--- config.mk ---
export PLATFORM = sky130hd
export DESIGN_NAME = life_gen_scheduler
export DESIGN_NICKNAME = d
export VERILOG_FILES = /design/src/rtl/life_pkg.sv /design/src/rtl/life_mem_arbiter.sv /design/src/rtl/life_gen_scheduler.sv
export SDC_FILE = /design/constraint.sdc
export NUM_CORES = 1
export LEC_CHECK = 0
export ABC_AREA = 0
export CAP_MARGIN = 5
export CORE_MARGIN = 2
export CORE_UTILIZATION = 43
export DETAILED_ROUTE_END_ITERATION = 10
export PLACE_DENSITY = 0.9
export SYNTH_ARGS = -nofsm -noshare
export SYNTH_HDL_FRONTEND = slang
export SYNTH_SLANG_ARGS = --single-unit
--- constraint.sdc ---
create_clock -name clk -period 1.7 [get_ports clk]
set_input_delay 0.34 -clock clk [delete_from_list [all_inputs] [get_ports clk]]
set_output_delay 0.34 -clock clk [all_outputs]
set_load 0.01 [all_outputs]
--- src/rtl/life_pkg.sv ---
// Shared definitions for the Game-of-Life generation scheduler slice:
// FSM encoding, address width default and grid geometry.
package life_pkg;

    localparam int ADDR_W_DEF  = 12;
    localparam int GRID_W      = 64;
    localparam int GRID_H      = 64;
    localparam int FRAME_CNT_W = 8;

    typedef enum logic [1:0] {
        ST_IDLE  = 2'd0,
        ST_START = 2'd1,
        ST_RUN   = 2'd2
    } sched_state_t;

endpackage

--- src/rtl/life_mem_arbiter.sv ---
// Cell-RAM port sharing: display always wins, engine only while busy in vblank.
// Read data is returned with rvalid exactly one cycle after a granted read.
module life_mem_arbiter
    import life_pkg::*;
#(
    parameter int ADDR_W = ADDR_W_DEF
) (
    input  logic              clk,
    input  logic              reset_n,
    input  logic              i_busy,
    input  logic              i_vblank,
    input  logic              i_disp_req,
    input  logic [ADDR_W-1:0] i_disp_addr,
    input  logic              i_eng_req,
    input  logic              i_eng_we,
    input  logic [ADDR_W-1:0] i_eng_addr,
    input  logic              i_eng_wdata,
    input  logic              i_mem_rdata,
    output logic              o_disp_rvalid,
    output logic              o_disp_rdata,
    output logic              o_eng_gnt,
    output logic              o_eng_rvalid,
    output logic              o_eng_rdata,
    output logic [ADDR_W-1:0] o_mem_addr,
    output logic              o_mem_we,
    output logic              o_mem_wdata
);

    logic              w_eng_gnt;
    logic [ADDR_W-1:0] w_mem_addr;
    logic [ADDR_W-1:0] r_last_addr;
    logic              r_disp_rvalid;
    logic              r_eng_rvalid;

    // Handshake: the engine holds eng_req/eng_addr until it sees eng_gnt; nothing is queued.
    assign w_eng_gnt = i_eng_req & i_busy & i_vblank & ~i_disp_req;

    always_comb begin
        w_mem_addr = r_last_addr;
        if (i_disp_req) begin
            w_mem_addr = i_disp_addr;
        end else if (w_eng_gnt) begin
            w_mem_addr = i_eng_addr;
        end
    end

    always_ff @(posedge clk or negedge reset_n) begin
        if (!reset_n) begin
            r_last_addr   <= '0;
            r_disp_rvalid <= 1'b0;
            r_eng_rvalid  <= 1'b0;
        end else begin
            r_last_addr   <= w_mem_addr;
            r_disp_rvalid <= i_disp_req;
            r_eng_rvalid  <= w_eng_gnt & ~i_eng_we;
        end
    end

    assign o_eng_gnt     = w_eng_gnt;
    assign o_mem_addr    = w_mem_addr;
    assign o_mem_we      = w_eng_gnt & i_eng_we;
    assign o_mem_wdata   = w_eng_gnt & i_eng_we & i_eng_wdata;
    assign o_disp_rvalid = r_disp_rvalid;
    assign o_eng_rvalid  = r_eng_rvalid;
    assign o_disp_rdata  = r_disp_rvalid & i_mem_rdata;
    assign o_eng_rdata   = r_eng_rvalid & i_mem_rdata;

endmodule

--- src/rtl/life_gen_scheduler.sv ---
// Starts Game-of-Life generations on frame boundaries (run or step mode),
// tracks completed generations and flags missed schedule points.
module life_gen_scheduler
    import life_pkg::*;
#(
    parameter int ADDR_W         = ADDR_W_DEF,
    parameter int FRAMES_PER_GEN = 30,
    parameter int GEN_CNT_W      = 16
) (
    input  logic                 clk,
    input  logic                 reset_n,
    input  logic                 vblank,
    input  logic                 frame_tick,
    input  logic                 run_en,
    input  logic                 step,
    input  logic                 clr_overrun,
    input  logic                 disp_req,
    input  logic [ADDR_W-1:0]    disp_addr,
    output logic                 disp_rvalid,
    output logic                 disp_rdata,
    input  logic                 eng_req,
    input  logic                 eng_we,
    input  logic [ADDR_W-1:0]    eng_addr,
    input  logic                 eng_wdata,
    output logic                 eng_gnt,
    output logic                 eng_rvalid,
    output logic                 eng_rdata,
    output logic                 gen_start,
    input  logic                 gen_done,
    output logic [ADDR_W-1:0]    mem_addr,
    output logic                 mem_we,
    output logic                 mem_wdata,
    input  logic                 mem_rdata,
    output logic                 busy,
    output logic [GEN_CNT_W-1:0] gen_count,
    output logic                 overrun,
    output sched_state_t         dbg_state
);

    localparam logic [FRAME_CNT_W-1:0] LAST_FRAME = FRAME_CNT_W'(FRAMES_PER_GEN - 1);

    sched_state_t             r_state;
    logic [FRAME_CNT_W-1:0]   r_frame_cnt;
    logic                     r_step_pend;
    logic                     r_gen_start;
    logic                     r_busy;
    logic                     r_overrun;
    logic [GEN_CNT_W-1:0]     r_gen_count;
    logic                     w_sched;

    assign w_sched = frame_tick & (r_step_pend | (run_en & (r_frame_cnt == LAST_FRAME)));

    always_ff @(posedge clk or negedge reset_n) begin
        if (!reset_n) begin
            r_state     <= ST_IDLE;
            r_frame_cnt <= '0;
            r_step_pend <= 1'b0;
            r_gen_start <= 1'b0;
            r_busy      <= 1'b0;
            r_overrun   <= 1'b0;
            r_gen_count <= '0;
        end else begin
            r_gen_start <= 1'b0;

            if (!run_en || w_sched) begin
                r_frame_cnt <= '0;
            end else if (frame_tick && r_frame_cnt != LAST_FRAME) begin
                r_frame_cnt <= r_frame_cnt + FRAME_CNT_W'(1);
            end

            // A step arriving with a schedule point survives for the next frame.
            if (step) begin
                r_step_pend <= 1'b1;
            end else if (w_sched) begin
                r_step_pend <= 1'b0;
            end

            if (w_sched && r_state != ST_IDLE) begin
                r_overrun <= 1'b1;
            end else if (clr_overrun) begin
                r_overrun <= 1'b0;
            end

            case (r_state)
                ST_IDLE: begin
                    if (w_sched) begin
                        r_state     <= ST_START;
                        r_gen_start <= 1'b1;
                    end
                end
                ST_START: begin
                    r_state <= ST_RUN;
                    r_busy  <= 1'b1;
                end
                ST_RUN: begin
                    if (gen_done) begin
                        r_state     <= ST_IDLE;
                        r_busy      <= 1'b0;
                        r_gen_count <= r_gen_count + GEN_CNT_W'(1);
                    end
                end
                default: begin
                    r_state <= ST_IDLE;
                    r_busy  <= 1'b0;
                end
            endcase
        end
    end

    assign gen_start = r_gen_start;
    assign busy      = r_busy;
    assign overrun   = r_overrun;
    assign gen_count = r_gen_count;
    assign dbg_state = r_state;

    life_mem_arbiter #(
        .ADDR_W (ADDR_W)
    ) u_arb (
        .clk           (clk),
        .reset_n       (reset_n),
        .i_busy        (r_busy),
        .i_vblank      (vblank),
        .i_disp_req    (disp_req),
        .i_disp_addr   (disp_addr),
        .i_eng_req     (eng_req),
        .i_eng_we      (eng_we),
        .i_eng_addr    (eng_addr),
        .i_eng_wdata   (eng_wdata),
        .i_mem_rdata   (mem_rdata),
        .o_disp_rvalid (disp_rvalid),
        .o_disp_rdata  (disp_rdata),
        .o_eng_gnt     (eng_gnt),
        .o_eng_rvalid  (eng_rvalid),
        .o_eng_rdata   (eng_rdata),
        .o_mem_addr    (mem_addr),
        .o_mem_we      (mem_we),
        .o_mem_wdata   (mem_wdata)
    );

endmodule

; ---- Word-level counts from Yosys, hierarchy flattened
; Cells that the tools add are included.
[classes]
n_addsub = 2
eq_ne = 6
mux = 15
bitwise = 14
reduce_logical = 12
[op_table]
columns = op, count
row1 = 12-bit two-way mux, 2
row2 = 16-bit by 1-bit adder with 16-bit output (second input constant), 1
row3 = 8-bit two-way mux, 2
row4 = 1-bit bitwise AND, 10
row5 = 8-bit by 1-bit adder with 8-bit output (second input constant), 1
row6 = 8-bit by 5-bit == test with 1-bit output (second input constant), 1
row7 = 8-bit by 5-bit != test with 1-bit output (second input constant), 1
row8 = 2-bit nonzero test, 4
row9 = 1-bit two-way mux, 7
row10 = 2-bit one-hot mux with 3 select lines, 1
row11 = 2-bit AND reduction, 3
row12 = 2-bit two-way mux, 2
row13 = 2-bit != test (second input constant), 2
row14 = 1-bit inverter, 3
row15 = 1-bit one-hot mux with 3 select lines, 1
row16 = 2-bit by 1-bit == test with 1-bit output (second input constant), 1
row17 = 2-bit == test (second input constant), 1
row18 = 1-bit logical AND, 2
row19 = 2-bit zero test, 1
row20 = 1-bit zero test, 1
row21 = 1-bit logical OR, 1
row22 = 1-bit bitwise OR, 1
[totals]
register_bits = 44
inputBits = 37
out_inout_bits = 40
elab_cells = 59

; ---- Depth between registers and ports, before layout
[logic_depth]
depth_word = 6
ltp_mapped = 6
depth_no_buf = 5

; ---- Hierarchy
; A second synthesis with hierarchy kept.
[unflattened]
cells_unflattened = 171
hier_area_um2 = 1999.4
[modules_own_cells]
columns = mod, n_inst, cells_per_inst, area_per_inst_um2
row1 = life_gen_scheduler, 1, 122, 1368.8
row2 = life_mem_arbiter, 1, 49, 630.6

; ---- Least setup slack after synthesis
; Ideal clock, no wire load.
[synth_path]
kind = register to output
from = register r_busy (netlist: busy)
to = output port mem_addr[10]
arrival_ns = 1.261
slack_ns = 0.099
path_stages_with_launch = 7
n_path_buf = 2
cell_sequence = dfrtp_1 > and4b_1 > clkbuf_1 > nor2_1 > buf_2 > nand2_1 > nand2_1
[synth_via]
elab_chain_len = 5
[synth_rtl]
columns = item, line_no
row1 = start: declaration, life_gen_scheduler.sv:46  ; logic r_busy;
row2 = start signal: assignment, life_gen_scheduler.sv:59  ; r_busy <= 1'b0;
row3 = start signal: assignment, life_gen_scheduler.sv:93  ; r_busy <= 1'b1;
row4 = start signal: assignment, life_gen_scheduler.sv:98  ; r_busy <= 1'b0;
row5 = 1-bit bitwise AND (3 in series), life_mem_arbiter.sv:36  ; assign w_eng_gnt = i_eng_req & i_busy & i_vblank & ~i_disp_req;
row6 = 12-bit two-way mux, life_mem_arbiter.sv:42  ; end else if (w_eng_gnt) begin
row7 = 12-bit two-way mux, life_mem_arbiter.sv:40  ; if (i_disp_req) begin
row8 = end: declaration, life_gen_scheduler.sv:30  ; output logic [ADDR_W-1:0] mem_addr,
; No other way between the ends.

; ---- Final worst setup path
[layout_path]
from = register r_busy (netlist: busy)
to = output port mem_addr[11]
; Same word-level chain as after synthesis.

==> summary.md <==
Clock edge transition at the registers on the reported setup and hold paths: 0.08 ns. The die is 72.23 µm wide. In the routed layout, each cell is associated on average with a via count of 5.044. The wire length reported by the detailed router was 5.076 mm; the sum of negative setup slack was -2.245 ns. The tools report the post-placement cell count as 320. Hold repair after CTS inserted 0 buffers. Worst setup margin: -0.2010 ns. The worst setup path is of the reg2out kind.

The total power density per cell area was 850.2 nW/µm². The post-synthesis instance area was 2002 µm²; the final instance area was 3201 µm². For this run, asynchronously set or reset flops after synthesis account for 100.0%. The global routing usage summed across all routing layers is 19.10%, and the reg2reg setup slack is 0.16 ns. The tools report the number of filler instances in the final layout as 322. The Yosys step of the flow raised 0 warnings. Counting flops with a built-in enable in the synthesized netlist gives 0. For the worst setup path, the data arrival time is 1.56 ns. The number of nets in the synthesized netlist is 222.

Area used by sequential logic in the layout: 1109 µm². The worst pin sits at a relative slew slack of 64.29%. Switching share of power: 28.77%.

In the final layout, the share of cells above drive strength 1 is 32.76%. The number of cell instances on the worst register-to-register path was 7; the clock network fraction of total power was 22.5%. The final reports fail on negative setup slack.

The tools report the site row count as 24. The H-tree depth was 2; the maximum clock skew at final layout was 0.01004 ns. The core region is 4414 µm².

After detailed placement, the total cell area comes to 2903 µm². At the pin with the least slew margin, the transition time is 0.5356 ns. The final critical path takes up 111.8% of the cycle. The library cell used most frequently in the layout, excluding fill and tap cells, is sky130_fd_sc_hd__clkdlybuf4s50_1.

The worst hold path belongs to the class in2async. The internal power contribution is 0.001938 W, and the wire length of the first global-routing pass is 7.659 mm. In the synthesized netlist the dominant register cell turns out to be sky130_fd_sc_hd__dfrtp_1.

The worst setup path is captured at a primary output. The area of the die is 5217 µm², and the die outline height is 72.23 µm. For the placer congestion estimate, the log shows 0.8035. TritonCTS built the clock tree. Entering global routing, the biggest net connects 45 pins. The logs give 2 for the maximum clock insertion buffer count and 47.8% for the sequential share of power. The number of max-slew violations in the final report is 0. For this run, the share of the core covered by cells in the final layout is 72.51%.

Static timing analysis puts the maximum clock frequency at 526.0 MHz. The count of buffers added on input and output ports is 76. The number of nets in the layout came out at 330. Before CTS, the worst setup slack after placement is -0.6919 ns. The tools report the via count of the first global-routing pass as 1688. The number of remaining DRC errors was 0; the number of standard cells in the layout, taps in and fillers out was 342.

Setup violations remaining at the end of the flow were counted as 13. The combinational fraction of design power is 29.6%. In the final layout, the multi-input gates occupy 910.9 µm².

The startpoint identified for the worst register-to-register timing path is busy. Counting every sink on the clock net gives 44. The routed layout has 1725 vias. Clock latency on the worst-skew pair, taken at its later pin, is 0.30 ns. The synthesized flop and latch total was 44. In this run, the number of DRC markers left after iteration 0 of detailed routing was 44. Once detail routing completed, the nets flagged for antenna violations numbered 0. Once the floorplan was initialized, standard cells occupied 45.35% of the core.

For this run, the detailed router's first-pass iteration total came to 4. The worst setup path is launched from a flop. The run finished, with violations left. The max-capacitance violation count is 0. For the number of buffers created by CTS, the log shows 5. The initial antenna violation count is 0. Detailed-placement wirelength estimate: 3.383 mm.

The worst path in the final design needs a cycle of 1.901 ns, including I/O delays and setup. The tools report the root cell of the clock tree as sky130_fd_sc_hd__clkbuf_8. The maximum fanout encountered on the critical timing path works out to 6.

The switching power total was 0.0007829 W. Dividing the synthesized area by the synthesized cell count gives 11.00 µm². Across the VDD grid, the largest voltage drop is 596.1 µV. The number of antenna diodes in the final layout is 0.

The synthesized netlist contains 38 unique library cells. The logs give 182 for the number of cells produced by synthesis and 55.00% for the sequential fraction of the synthesis area. The leakage power was 1.480 nW; the area added between synthesis and finish was 59.88%. During I/O placement, the number of pins put on the boundary was 77. Leaving out fill and tap cells, the most frequent cells in the layout are sky130_fd_sc_hd__clkdlybuf4s50_1, sky130_fd_sc_hd__dfrtp_1, sky130_fd_sc_hd__buf_4. The total overflow left after global routing is 0.

Setup repair after global routing could not meet its margin everywhere. The required time at the worst-slack endpoint came out at 1.36 ns. The run gives 0 as the final hold violation count. The endpoint identified for the worst register-to-register timing path is u_arb.r_last_addr[9]. Dividing the detail-routed wire length by the instance count gives 14.84 µm.
Yosys cell counts, drive strengths merged (2+ instances only):
cell type / number / area (µm²)
inv: 5 / 18.77
a22oi: 12 / 90.09
and2: 5 / 31.28
xnor2: 12 / 105.1
nor2: 12 / 47.55
nand2: 31 / 116.4
and4: 2 / 20.02
and3: 6 / 42.54
o21ai: 2 / 13.76
xor2: 10 / 87.58
nand3: 5 / 25.02
mux2: 2 / 22.52
nand4: 9 / 77.57
clkbuf: 2 / 7.510
ha: 3 / 37.54
nor3: 3 / 20.02
nand2b: 2 / 12.51
buf: 4 / 32.53
dfrtp: 44 / 1101
sequential cells by signal, summed over array words and instances, names as in the netlist:
register / cells
busy: 1
dbg_state: 2
gen_count: 16
gen_start: 1
overrun: 1
r_frame_cnt: 8
r_step_pend: 1
u_arb.o_disp_rvalid: 1
u_arb.o_eng_rvalid: 1
u_arb.r_last_addr: 12
metrics by stage:
stage,total power (W),hold slack [ns]
after floorplan,0.001543,0.04441
after global placement,0.001982,0.4424
after detailed placement,0.002005,0.4508
after CTS,0.002657,0.1260
after global routing,0.002875,0.1592
final,0.002721,0.1033
timing repair:
item | 4_1_cts | 5_1_grt
cloned | 1 | 0
pin swaps | 5 | 6
setup endpoints to repair | 19 | 23
setup buffers | 7 | 7
gates resized for setup | 84 | 35
worst max-delay path by stage:
stage | startpoint | to | cells after the start
after floorplan | busy | mem_addr[10] | 6
after global placement | disp_req | mem_addr[1] | 6
after detailed placement | disp_req | mem_addr[3] | 7
after CTS | busy | mem_addr[0] | 7
after global routing | busy | mem_addr[11] | 7
final | busy | mem_addr[11] | 7
logic make-up after synthesis:
logic type,synth area share [%]
flops,55.00
fa+ha+maj,1.875
simple gates,22.38
compound gates,7.063
xor+xnor,9.625
mux,1.125
buf+inv,2.938
worst max-delay path, cell delays in order (launching register included):
cell	delay [ns]
sky130_fd_sc_hd__dfrtp_1	0.40
sky130_fd_sc_hd__and4b_2	0.24
sky130_fd_sc_hd__buf_6	0.13
sky130_fd_sc_hd__nor2_4	0.10
sky130_fd_sc_hd__buf_6	0.16
sky130_fd_sc_hd__nand2_2	0.07
sky130_fd_sc_hd__nand2_2	0.08
sky130_fd_sc_hd__buf_6	0.10
power by group through the flow:
| stage | sequential [W] | combinational, W | clock [W] |
|---|---|---|---|
| final | 0.00130 | 0.000806 | 0.000613 |
| after global placement | 0.00130 | 0.000683 | 0 |
| after floorplan | 0.00132 | 0.000219 | 0 |
| after global routing | 0.00132 | 0.000869 | 0.000687 |
| after CTS | 0.00129 | 0.000721 | 0.000646 |
| after detailed placement | 0.00130 | 0.000702 | 0 |
final cells by class:
| class | count | area share, % |
|---|---|---|
| multi-input combinational | 127 | 28.46 |
| clock inverter | 2 | 0.3909 |
| sequential | 44 | 34.64 |
| clock buffer | 5 | 2.150 |
| timing repair buffer | 107 | 31.74 |
| inverter | 5 | 0.5864 |
| tap | 52 | 2.033 |
metal layers:
layer,GRT usage [%],share of wire (%)
met1,24.07,41
met2,31.70,52
met3,3.611,5.1
met4,9.015,1.6
met5,0,0
Note: power is estimated with default switching activity, not from simulation.
==> RTL edit, RTL diff (config.mk and constraints unchanged) <==
Change the parameter `GEN_CNT_W` from 16 to 14.
--- a/src/rtl/life_gen_scheduler.sv
+++ b/src/rtl/life_gen_scheduler.sv
@@ -7,3 +7,3 @@
     parameter int FRAMES_PER_GEN = 30,
-    parameter int GEN_CNT_W      = 16
+    parameter int GEN_CNT_W      = 14
 ) (
Interface: changed (resized gen_count); port bits go from 77 to 75. No check against the original RTL was run, so the function may have changed too.
==> RTL edit against the original RTL <==
The run still ends with setup timing left. Critical endpoint is now mem_addr[5]. Critical path type unchanged. Routed wire length up 6.9%. Final area is 1.6% higher. Area after synthesis fell by 4.7%. Setup slack worse by 42 ps. Core utilization increased by 2.7 points. Total power increased by 14%. Sequential cell count shrank 2.
==> RTL edit: results (changes against the original RTL) <==
- Detailed router's first-iteration violation count: 70 (was 44)
- CP arrival: 1600 ps (was 1560 ps)
- Synthesized area per cell: 10.72 µm² (was 11.00 µm²)
- Peak VDD IR: 0.7361 mV (was 0.5961 mV)
- Pre-CTS setup slack: -672.3 ps (was -691.8 ps)
- Synth top area cells: dfrtp_1, nand2_1, xor2_1, a22oi_1, xnor2_1 (was dfrtp_1, nand2_1, xnor2_1, a22oi_1, xor2_1)
- Final WS setup: -243.5 ps (was -201.0 ps)
- Met2 WL: 2838 µm (was 2662 µm)
- Worst R2R Start: dbg_state[0] (was busy)
- Post-CTS Setup Inserts: 3 (was 7)
- Worst r2r path cells: 6 (was 7)
- Routing usage on met3: 6.125% (was 3.611%)
- Outcome: complete, but fails checks (unchanged)
- TritonRoute pass-1 iters: 4 (unchanged)
- Asr flop ratio synth: 100.0% (unchanged)
- Worst setup path end: mem_addr[5] (was mem_addr[11])
- Most used DFF post-synth: dfrtp_1 (unchanged)
- Reg2reg end: gen_count[5] (was u_arb.r_last_addr[9])
- Sequential area share after synthesis: 55.08% (was 55.00%)
- Synth Net Count: 218 (was 222)
- Grt met2 use: 32.81% (was 31.70%)
- Logic pwr share: 28.5% (was 29.6%)
- Post-Route WL: 5427 µm (was 5076 µm)
- Slew margin rel.: 71.07% (was 64.29%)
- Netlist cell types: 36 (was 38)
- PwrDens: 955.7 nW/µm² (was 850.2 nW/µm²)
- Failing checks: setup timing (unchanged)
- Port Buffer Count: 74 (was 76)
- Clk network pwr share: 31.0% (was 22.5%)
- Largest net degree at the start of global routing: 26 (was 45)
- Hold slack: 467.5 ps (was 103.3 ps)
- Dpl cells: 316 (was 320)
- Fill count: 284 (was 322)
- Clock Skews: 6.457 ps (was 10.04 ps)
- GRT met1 Usage: 26.77% (was 24.07%)
- Post-DP HPWL: 3366 µm (was 3383 µm)
- Top cells by count, synth: dfrtp_1, nand2_1, xor2_1 (was dfrtp_1, nand2_1, a22oi_1, xnor2_1, nor2_1)
- Wl on met1: 2148 µm (was 2072 µm)
- HP Start: gen_count[13]
- FF-to-FF setup slack: 140 ps (was 160 ps)
- P_leak: 1.494 nW (was 1.480 nW)
- DP Area: 2826 µm² (was 2903 µm²)
- First-pass GRT wire length: 7907 µm (was 7659 µm)
- Hold crit path type: flop to flop (was input port to asynchronous set/reset pin)
- Largest register FFs: 14 (was 16)
- Number of hold buffers added after cts: 1 (was 0)
- Vias/cell: 5.155 (was 5.044)
- Endpoints failing setup: 14 (was 13)
- RePlAce Congestion: 0.8160 (was 0.8035)
- Pint: 2.223 mW (was 1.938 mW)
- # resized after CTS: 100 (was 84)
- Share of layout cells above drive strength 1: 36.97% (was 32.76%)
- Sum Neg Setup Slack: -2441 ps (was -2245 ps)
- Vias in the first global route: 1654 (was 1688)
- Wire per inst: 16.15 µm (was 14.84 µm)
- Gr usage total: 20.47% (was 19.10%)
- Met3 Wirelength: 298 µm (was 259 µm)
## RTL edit: logic make-up after synthesis
kind of cell             share of synthesized area (%)
flip-flops                                       55.08
AND/OR/NAND/NOR                                  23.67
XOR/XNOR                                         9.180
AO/OA/AOI/OAI                                    7.411
adder cells (fa/ha/maj)                          1.967
multiplexers                                    0.5246
buffers and inverters                            2.164
## RTL edit: cell type report
cell class / count / area, µm² / share of cell area, %
tap: 52 / 65.06 / 2.001
inverter: 5 / 18.77 / 0.5771
sequential: 42 / 1059 / 32.55
timing repair buffer: 103 / 1002 / 30.82
clock buffer: 5 / 68.82 / 2.116
multi-input combinational: 126 / 969.7 / 29.82
clock inverter: 3 / 68.82 / 2.116
## RTL edit: worst max-delay path, cell delays in order (launching register included)
cell and delay [ps]:
dfrtp_1 440, and4b_4 260, buf_8 140, a22oi_2 220, nand2_4 100, buf_6 130
